`src/rtl/scan_sequencer_3bit_pkg.sv`:
```
`default_nettype none
// ============================================================================
//  Module   : scan_pkg
//  Purpose  : Shared definitions for the 3-bit scan sequencer: FSM state
//             encoding, direction/mode constants and index helpers.
//  Ports    : none (package)
//  Revision : 1.0  initial release
// ============================================================================
package scan_pkg;

  typedef enum logic [1:0] {
    ST_IDLE   = 2'b00,
    ST_ACTIVE = 2'b01,
    ST_BLANK  = 2'b10
  } scan_state_t;

  localparam logic DIR_UP       = 1'b0;
  localparam logic DIR_DOWN     = 1'b1;
  localparam logic MODE_ONESHOT = 1'b0;
  localparam logic MODE_CONT    = 1'b1;

  localparam logic [2:0] C_CODE_FIRST_UP   = 3'd0;
  localparam logic [2:0] C_CODE_FIRST_DOWN = 3'd7;

  // Next index in scan order. The 3-bit arithmetic wraps modulo 8, which
  // gives the continuous-mode wrap (7->0 up, 0->7 down) for free.
  function automatic logic [2:0] step_index(input logic [2:0] idx,
                                            input logic       dir);
    return (dir == DIR_DOWN) ? (idx - 3'd1) : (idx + 3'd1);
  endfunction

  // Terminal code is the last one visited in the current direction.
  function automatic logic is_terminal(input logic [2:0] idx,
                                       input logic       dir);
    return (dir == DIR_DOWN) ? (idx == 3'd0) : (idx == 3'd7);
  endfunction

endpackage
`default_nettype wire

```
`src/rtl/scan_sequencer_3bit_if.sv`:
```
`default_nettype none
// ============================================================================
//  Module   : scan_sequencer_3bit_if
//  Purpose  : Control/status bundle between a controller and the scan
//             sequencer.
//  Ports    : start, stop, mode, dir, dwell  (controller -> sequencer)
//             A, B, C, EN                    (sequencer -> decoder)
//             busy, done, wrap               (sequencer status)
//  Revision : 1.0  initial release
// ============================================================================
interface scan_sequencer_3bit_if #(
  parameter int DWELL_W = 4
);
  logic               start;
  logic               stop;
  logic               mode;
  logic               dir;
  logic [DWELL_W-1:0] dwell;
  logic               A;
  logic               B;
  logic               C;
  logic               EN;
  logic               busy;
  logic               done;
  logic               wrap;

  modport master (
    output start, stop, mode, dir, dwell,
    input  A, B, C, EN, busy, done, wrap
  );

  modport slave (
    input  start, stop, mode, dir, dwell,
    output A, B, C, EN, busy, done, wrap
  );
endinterface
`default_nettype wire

```
`src/rtl/scan_sequencer_3bit_dwell_counter.sv`:
```
`default_nettype none
// ============================================================================
//  Module   : dwell_counter
//  Purpose  : Counts cycles spent on the current code and flags when the
//             count reaches the latched dwell value.
//  Ports    : clk, reset    clock / synchronous active-high reset
//             clr           synchronous clear (priority over inc)
//             inc           advance the count by one
//             limit         latched dwell value to compare against
//             match         count == limit
//  Revision : 1.0  initial release
// ============================================================================
module dwell_counter #(
  parameter int DWELL_W = 4
) (
  input  logic               clk,
  input  logic               reset,
  input  logic               clr,
  input  logic               inc,
  input  logic [DWELL_W-1:0] limit,
  output logic               match
);

  logic [DWELL_W-1:0] r_count;

  always_ff @(posedge clk) begin
    if (reset) begin
      r_count <= '0;
    end else if (clr) begin
      r_count <= '0;
    end else if (inc) begin
      r_count <= r_count + 1'b1;
    end
  end

  assign match = (r_count == limit);

endmodule
`default_nettype wire

```
`src/rtl/scan_sequencer_3bit.sv`:
```
`default_nettype none
// ============================================================================
//  Module   : scan_sequencer_3bit
//  Purpose  : Steps a 3-bit decoder select through all eight codes (up or
//             down), holding each for dwell+1 cycles followed by one blanking
//             cycle with EN low. One-shot or continuous operation.
//  Ports    : clk, reset    clock / synchronous active-high reset
//             bus (slave)   start/stop/mode/dir/dwell in,
//                           A/B/C/EN/busy/done/wrap out (all registered)
//  Revision : 1.0  initial release
// ============================================================================
module scan_sequencer_3bit
  import scan_pkg::*;
#(
  parameter int DWELL_W = 4
) (
  input  logic                 clk,
  input  logic                 reset,
  scan_sequencer_3bit_if.slave bus
);

  scan_state_t        r_state;
  logic [2:0]         r_index;
  logic               r_en;
  logic               r_busy;
  logic               r_done;
  logic               r_wrap;
  logic               r_mode;
  logic               r_dir;
  logic [DWELL_W-1:0] r_dwell;

  logic               w_match;
  logic               w_clr;
  logic               w_inc;

  // Counter sits at zero outside ACTIVE so each code starts a fresh dwell;
  // it stops advancing on the match cycle so a full-scale dwell never wraps.
  assign w_clr = (r_state != ST_ACTIVE);
  assign w_inc = (r_state == ST_ACTIVE) && !w_match;

  dwell_counter #(
    .DWELL_W (DWELL_W)
  ) u_dwell_counter (
    .clk   (clk),
    .reset (reset),
    .clr   (w_clr),
    .inc   (w_inc),
    .limit (r_dwell),
    .match (w_match)
  );

  // Outputs are computed from the next state, so EN/busy/done/wrap line up
  // with the state they describe in the same cycle.
  always_ff @(posedge clk) begin
    if (reset) begin
      r_state <= ST_IDLE;
      r_index <= 3'd0;
      r_en    <= 1'b0;
      r_busy  <= 1'b0;
      r_done  <= 1'b0;
      r_wrap  <= 1'b0;
      r_mode  <= MODE_ONESHOT;
      r_dir   <= DIR_UP;
      r_dwell <= '0;
    end else begin
      r_done <= 1'b0;
      r_wrap <= 1'b0;
      case (r_state)
        ST_IDLE: begin
          r_en   <= 1'b0;
          r_busy <= 1'b0;
          if (bus.start && !bus.stop) begin
            r_mode  <= bus.mode;
            r_dir   <= bus.dir;
            r_dwell <= bus.dwell;
            r_index <= (bus.dir == DIR_DOWN) ? C_CODE_FIRST_DOWN
                                             : C_CODE_FIRST_UP;
            r_state <= ST_ACTIVE;
            r_en    <= 1'b1;
            r_busy  <= 1'b1;
          end
        end

        ST_ACTIVE: begin
          if (bus.stop) begin
            r_state <= ST_IDLE;
            r_en    <= 1'b0;
            r_busy  <= 1'b0;
          end else if (w_match) begin
            r_state <= ST_BLANK;
            r_en    <= 1'b0;
          end
        end

        ST_BLANK: begin
          if (bus.stop) begin
            r_state <= ST_IDLE;
            r_en    <= 1'b0;
            r_busy  <= 1'b0;
          end else if (!is_terminal(r_index, r_dir)) begin
            r_index <= step_index(r_index, r_dir);
            r_state <= ST_ACTIVE;
            r_en    <= 1'b1;
          end else if (r_mode == MODE_CONT) begin
            r_index <= step_index(r_index, r_dir);
            r_state <= ST_ACTIVE;
            r_en    <= 1'b1;
            r_wrap  <= 1'b1;
          end else begin
            // One-shot complete: index stays on the terminal code.
            r_state <= ST_IDLE;
            r_en    <= 1'b0;
            r_busy  <= 1'b0;
            r_done  <= 1'b1;
            r_wrap  <= 1'b1;
          end
        end

        default: begin
          r_state <= ST_IDLE;
          r_en    <= 1'b0;
          r_busy  <= 1'b0;
        end
      endcase
    end
  end

  assign bus.A    = r_index[2];
  assign bus.B    = r_index[1];
  assign bus.C    = r_index[0];
  assign bus.EN   = r_en;
  assign bus.busy = r_busy;
  assign bus.done = r_done;
  assign bus.wrap = r_wrap;

endmodule
`default_nettype wire

```
`src/flat_wrapper.sv`:
```
// flat-port wrapper written by rule: the top's interface ports become plain ports
module scan_sequencer_3bit_flat import scan_pkg::*;
#(
  parameter int DWELL_W = 4
)
  (clk, reset, bus_start, bus_stop, bus_mode, bus_dir, bus_dwell, bus_A, bus_B, bus_C, bus_EN, bus_busy, bus_done, bus_wrap);
  scan_sequencer_3bit_if #(.DWELL_W(DWELL_W)) bus_i ();
  input  logic clk;
  input  logic reset;
  input wire logic [$bits(bus_i.start)-1:0] bus_start;
  input wire logic [$bits(bus_i.stop)-1:0] bus_stop;
  input wire logic [$bits(bus_i.mode)-1:0] bus_mode;
  input wire logic [$bits(bus_i.dir)-1:0] bus_dir;
  input wire logic [$bits(bus_i.dwell)-1:0] bus_dwell;
  output wire logic [$bits(bus_i.A)-1:0] bus_A;
  output wire logic [$bits(bus_i.B)-1:0] bus_B;
  output wire logic [$bits(bus_i.C)-1:0] bus_C;
  output wire logic [$bits(bus_i.EN)-1:0] bus_EN;
  output wire logic [$bits(bus_i.busy)-1:0] bus_busy;
  output wire logic [$bits(bus_i.done)-1:0] bus_done;
  output wire logic [$bits(bus_i.wrap)-1:0] bus_wrap;
  assign bus_i.start = bus_start;
  assign bus_i.stop = bus_stop;
  assign bus_i.mode = bus_mode;
  assign bus_i.dir = bus_dir;
  assign bus_i.dwell = bus_dwell;
  assign bus_A = bus_i.A;
  assign bus_B = bus_i.B;
  assign bus_C = bus_i.C;
  assign bus_EN = bus_i.EN;
  assign bus_busy = bus_i.busy;
  assign bus_done = bus_i.done;
  assign bus_wrap = bus_i.wrap;
  scan_sequencer_3bit #(.DWELL_W(DWELL_W)) u_core (.clk(clk), .reset(reset), .bus(bus_i));
endmodule
```
`config.mk`:
```
export PLATFORM = sky130hd
export DESIGN_NAME = scan_sequencer_3bit_flat
export DESIGN_NICKNAME = d
export VERILOG_FILES = /design/src/rtl/scan_sequencer_3bit_pkg.sv /design/src/rtl/scan_sequencer_3bit_if.sv /design/src/rtl/scan_sequencer_3bit_dwell_counter.sv /design/src/rtl/scan_sequencer_3bit.sv /design/src/flat_wrapper.sv
export SDC_FILE = /design/constraint.sdc
export NUM_CORES = 1
export LEC_CHECK = 0
export BUFFER_PORTS_ARGS = -buffer_cell sky130_fd_sc_hd__buf_2
export CORE_MARGIN = 2
export CORE_UTILIZATION = 30
export DETAILED_ROUTE_END_ITERATION = 10
export HOLD_SLACK_MARGIN = 0.12
export PLACE_DENSITY = 0.56
export SETUP_SLACK_MARGIN = 0.3
export SYNTH_ARGS = -nofsm -noshare
export SYNTH_HDL_FRONTEND = slang
export SYNTH_SLANG_ARGS = --single-unit
export TNS_END_PERCENT = 100
```
`constraint.sdc`:
```
create_clock -name clk -period 3.8 [get_ports clk]
set_clock_uncertainty 0.2 [all_clocks]
set_input_delay 1.14 -clock clk [delete_from_list [all_inputs] [get_ports clk]]
set_output_delay 1.14 -clock clk [all_outputs]
set_load 0.03 [all_outputs]
```
### Yosys cells after proc, flatten, opt, wreduce, memory -nomap -nowiden

Index checks and enable logic that the tools add are counted.
Widths: inputs -> output; s select.

* $add $sub $neg: 3
* multipliers: 0
* div/mod/pow operators: 0
* order comparisons: 0
* equal/unequal tests: 12
* shift-type cells: 0
* mux-type cells: 29
* bitwise operators: 2
* reductions and logical operators: 14

Operators by type and width (number)
* $mux 3: 6
* $mux 1: 14
* $mux 2: 5
* $ne 3x2->1 const B: 3
* $pmux 1 s3: 2
* $pmux 2 s3: 1
* $pmux 3 s2: 1
* $add 4x1->4 const B: 1
* $eq 4x4->1: 1
* $ne 2x1->1 const B: 2
* $ne 2x2->1 const B: 2
* $reduce_and 2->1: 2
* $reduce_and 4->1: 1
* $reduce_or 4->1: 1
* $add 3x1->3 const B: 1
* $eq 3x3->1 const B: 1
* $logic_not 3->1: 1
* $ne 3x3->1 const B: 1
* $reduce_and 3->1: 1
* $reduce_or 3->1: 1
* $sub 3x1->3 const B: 1
* $eq 2x1->1 const B: 1
* $eq 2x2->1 const B: 1
* $logic_and 1x1->1: 2
* 5 further kinds: 7

* register bits: 19
* bits in latches: 0
* memory bits (writable): 0
* memory bits (read-only): 0
* bits of input ports: 10
* output and inout port bits: 7
* word-level logic and storage cells: 70
* memories: 0

### Depth between registers and ports, before layout

* word-level depth: 6
* mapped depth: 6
* depth with buffers taken out: 6

### Modules after synthesis

Synthesis repeated with hierarchy kept, for this count alone.

* cells, all modules: 97
* area, all modules: 960.9 um^2

By module, submodules not included
* scan_sequencer_3bit: times used 1, cells an instance 75, area each 742.0 um^2, sequential area each 300.3 um^2
* dwell_counter: times used 1, cells an instance 22, area each 219.0 um^2, sequential area each 80.1 um^2

### Worst setup path before layout

OpenSTA, ideal clock, no wires.

* path type: input to register
* from: input bus_stop
* to: register u_core.r_index[1]
* library setup time: 0.121 ns
* data arrival time: 2.219 ns
* required time: 3.479 ns
* path slack: 1.260 ns
* stages: 5
* buffers on the path: 1
* cells stage by stage: or4b_1 > buf_6 > nand2_4 > o31ai_4 > mux2_4

* word-level cells in the longest chain between the ends: 4
* elaborated cells between the ends (all ways): 5
* classes of those cells: 2 x eq/ne; 3 x reduce/logical

RTL lines
* start, declared: RTL line flat_wrapper.sv:11 `input wire logic [$bits(bus_i.stop)-1:0] bus_stop;`
* $logic_not 1->1: RTL line scan_sequencer_3bit.sv:72 `if (bus.start && !bus.stop) begin`
* $logic_and 1x1->1: RTL line scan_sequencer_3bit.sv:72
* $ne 2x1->1 (no source line)
* $reduce_and 4->1 (no source line) *
* end signal, assigned: RTL line scan_sequencer_3bit.sv:76 `r_index <= (bus.dir == DIR_DOWN) ? C_CODE_FIRST_DOWN`
* end signal, assigned: RTL line scan_sequencer_3bit.sv:101 `r_index <= step_index(r_index, r_dir);`
* end signal, assigned: RTL line scan_sequencer_3bit.sv:105 `r_index <= step_index(r_index, r_dir);`
* end, declared: RTL line scan_sequencer_3bit.sv:23 `logic [2:0] r_index;`

Every way passes the cells marked *; elsewhere a longest branch is shown, timed or not.
A chain may end at the register's enable or synchronous reset.

### Final worst setup path

Ends and elaborated chain as after synthesis.

==> impl_metrics.env <==
export IMPL_peakVddDrop_v=0.000149
export IMPL_grt_util_met2_pct=17.1
export IMPL_htreeDepth=1
export IMPL_stdcell_area_mm2=0.00107
export IMPL_dieArea_mm2=0.00359
export IMPL_io_buffers=16
export IMPL_hpwl_um=1440
export IMPL_nets=131
export IMPL_p_switching_mw=0.0998
export IMPL_grt_busiest_layer="met2"
export IMPL_drc=0
export IMPL_fmax_mhz=404
export IMPL_power_frac_clock_pct=26.4
export IMPL_gp_congestion=0.808
export IMPL_cp_data_required_time_ns=3.79
export IMPL_worst_path_max_fanout=9
export IMPL_tns_ns=0
export IMPL_root_buffer="clkbuf_4"
export IMPL_cts_tree="done"
export IMPL_power_per_cell_area_mw_per_mm2=346
export IMPL_min_period_ns=2.47
export IMPL_vias=755
export IMPL_final_common_cell="dfxtp_1"
export IMPL_internal_power_mw=0.272
export IMPL_cpMaxStageDelayCell="or4b_1"
export IMPL_seqPwrFrac_pct=57.8
export IMPL_grt_total_usage_pct=11.4
export IMPL_dpl_cell_area_mm2=0.00105
export IMPL_synth_edf_count=0
export IMPL_hold_viol=0
export IMPL_grt_pass1_vias=683
export IMPL_clkSinkCount=19
export IMPL_comb_power_share_pct=15.9
export IMPL_ys_flop_type="dfxtp_1"
export IMPL_path_class="in2reg"
export IMPL_postSynthAreaPerCell_um2=9.37
export IMPL_insertion_delay_ns=0.28
export IMPL_initial_core_util_pct=31.2
export IMPL_grt_max_degree=20
export IMPL_post_cts_buffers=0
export IMPL_p_leak_nw=0.427
export IMPL_swShare_pct=26.9
export IMPL_cap_violations=0
export IMPL_dr_pass1_iters=4
export IMPL_rr_worst_depth=6
export IMPL_routed_wl_um=1830
export IMPL_pin_count=17
export IMPL_critPathLaunchType="input port"
export IMPL_postCtsHoldBufs=0
export IMPL_finalMaxSlewViolations=0
export IMPL_grt_setup_unrepaired="false"
export IMPL_holdCritStartpoint="u_core.bus.EN$_SDFFE_PP0P_"
export IMPL_diodes=0
export IMPL_p_total_mw=0.372
export IMPL_post_drt_via_cell_ratio=5.00
export IMPL_die_width_um=59.9
export IMPL_end_kind="flip-flop"
export IMPL_slew_headroom_pct=65.3
export IMPL_clkTransAtPathRegs_ns=0.10
export IMPL_cp_arrival_ns=2.46
export IMPL_fin_crit_sh_pct=65.1
export IMPL_synth_area_um2=937
export IMPL_synth_seq_area_share_pct=40.6
export IMPL_worst_slew_pin_slew_ns=0.517
export IMPL_grt_pass1_wl_um=3030
export IMPL_synth_distinct_cells=38
export IMPL_drive_gt1_share_pct=26.3
export IMPL_overflow=0
export IMPL_rows=20
export IMPL_r2r_slack_ns=1.88
export IMPL_hold_end="u_core.bus.EN$_SDFFE_PP0P_"
export IMPL_synth_nets=112
export IMPL_slowest_delay_ns=0.66
export IMPL_core_region_area_mm2=0.00300
export IMPL_r2r_start="u_core.r_index[0]$_SDFFE_PP0P_"
export IMPL_ys_async_sr_fraction_pct=0
export IMPL_antenna_found_initial=0
export IMPL_fp_dieH_um=59.9
export IMPL_met3_usage_pct=2.60
export IMPL_status="completed"
export IMPL_initialDrtViolationCount=31
export IMPL_r2r_end="u_core.r_index[2]$_SDFFE_PP0P_"
export IMPL_synthCells=100
export IMPL_ys_warn_count=0
export IMPL_crit_chain="buf_2 > or4b_1 > nand2_4 > o31ai_4 > mux2_4"
export IMPL_hp_class="reg2reg"
export IMPL_ctsResizeCount=0
export IMPL_layout_common_cells="19 x dfxtp_1, 16 x buf_2, 14 x nand2_1"
export IMPL_cts_buffers=3
export IMPL_synth_seq_cells=19
export IMPL_area_growth_pct=14.6
export IMPL_drt_wirelength_per_cell_um=12.1
export IMPL_holdPathStages=2
export IMPL_use_met1_pct=15.2
export IMPL_clk_path_buf_depth=2
export IMPL_final_antenna_net_count=0
export IMPL_setup_violations=0
Yosys cell counts (all sizes together) (2+ instances only):
library cell   n  area [um^2]
a21oi         10         50.1
mux2           3         37.5
a311oi         2         17.5
inv            4         15.0
mux2i          2         20.0
and2           2         12.5
xnor2          6         52.6
nor2           9         33.8
clkbuf         2         7.51
nor3           2         10.0
dfxtp         19          380
nand2         15         63.8
worst max-delay path by stage:
stage / startpoint / endpoint / slack (ns) / depth (start not counted)
after floorplan: bus_stop / u_core.r_index[1]$_SDFFE_PP0P_ / 1.26 / 5
after detailed placement: bus_stop / u_core.r_index[1]$_SDFFE_PP0P_ / 1.0 / 5
final: bus_stop / u_core.r_index[1]$_SDFFE_PP0P_ / 1.33 / 5
after global routing: bus_stop / u_core.r_index[1]$_SDFFE_PP0P_ / 1.28 / 5
after CTS: bus_stop / u_core.r_index[1]$_SDFFE_PP0P_ / 1.33 / 5
after global placement: bus_stop / u_core.r_index[1]$_SDFFE_PP0P_ / 1.03 / 5
worst max-delay path: cells and delay by family:
family | cells | cell delay, ns
compound gates | 1 | 0.10
mux | 1 | 0.31
simple gates | 2 | 0.79
buf+inv | 1 | 0.13
power groups by stage:
stage	registers (mW)	clock network (mW)	logic [mW]
3_3_place_gp	0.219	0	0.0587
6_report	0.215	0.0981	0.0589
3_5_place_dp	0.219	0	0.0600
5_1_grt	0.216	0.115	0.0658
2_1_floorplan	0.224	0	0.0388
4_1_cts	0.215	0.104	0.0600
cell type report:
| type | instances | area [um^2] |
|---|---|---|
| clock buffers | 4 | 26.3 |
| multi-input cells | 74 | 523 |
| well taps | 33 | 41.3 |
| inverters | 4 | 15.0 |
| fillers | 331 | 1930 |
| repair buffers | 17 | 87.6 |
| flip-flops and latches | 19 | 380 |
per-stage QoR:
| step | std cells | utilization (%) | hold slack (ns) | setup slack (ns) |
|---|---|---|---|---|
| floorplan | 100 | - | 0.249 | 1.26 |
| global placement | 147 | 34.9 | 0.273 | 1.03 |
| detailed placement | 147 | 34.9 | 0.272 | 1.00 |
| CTS | 151 | 35.8 | 0.290 | 1.33 |
| global route | 151 | 35.8 | 0.310 | 1.28 |
| finish | 151 | 35.8 | 0.283 | 1.33 |
logic make-up after synthesis:
group | Yosys count | share of synthesized area [%]
DFF | 19 | 40.6
adders and majority gates | 2 | 3.47
and+or+nand+nor | 40 | 23.4
buffers and inverters | 7 | 3.60
AOI/OAI and AO/OA | 20 | 16.3
xor gates and xnor gates | 7 | 6.54
muxes | 5 | 6.14
metal layers:
metal  part of all wire (%)  wire length, um
met1                     49              888
met2                     47              864
met3                    3.5               64
met4                   0.49                9
met5                      0                0
registers in the layout (all words and copies together) (netlist names):
| signal | cells |
|---|---|
| u_core.u_dwell_counter.r_count | 4 |
| u_core.bus.EN | 1 |
| u_core.bus.busy | 1 |
| u_core.r_index | 3 |
| u_core.r_dir | 1 |
| u_core.r_mode | 1 |
| u_core.r_state | 2 |
| u_core.bus.wrap | 1 |
| u_core.bus.done | 1 |
| u_core.r_dwell | 4 |
(Power assumes the default switching activity.)
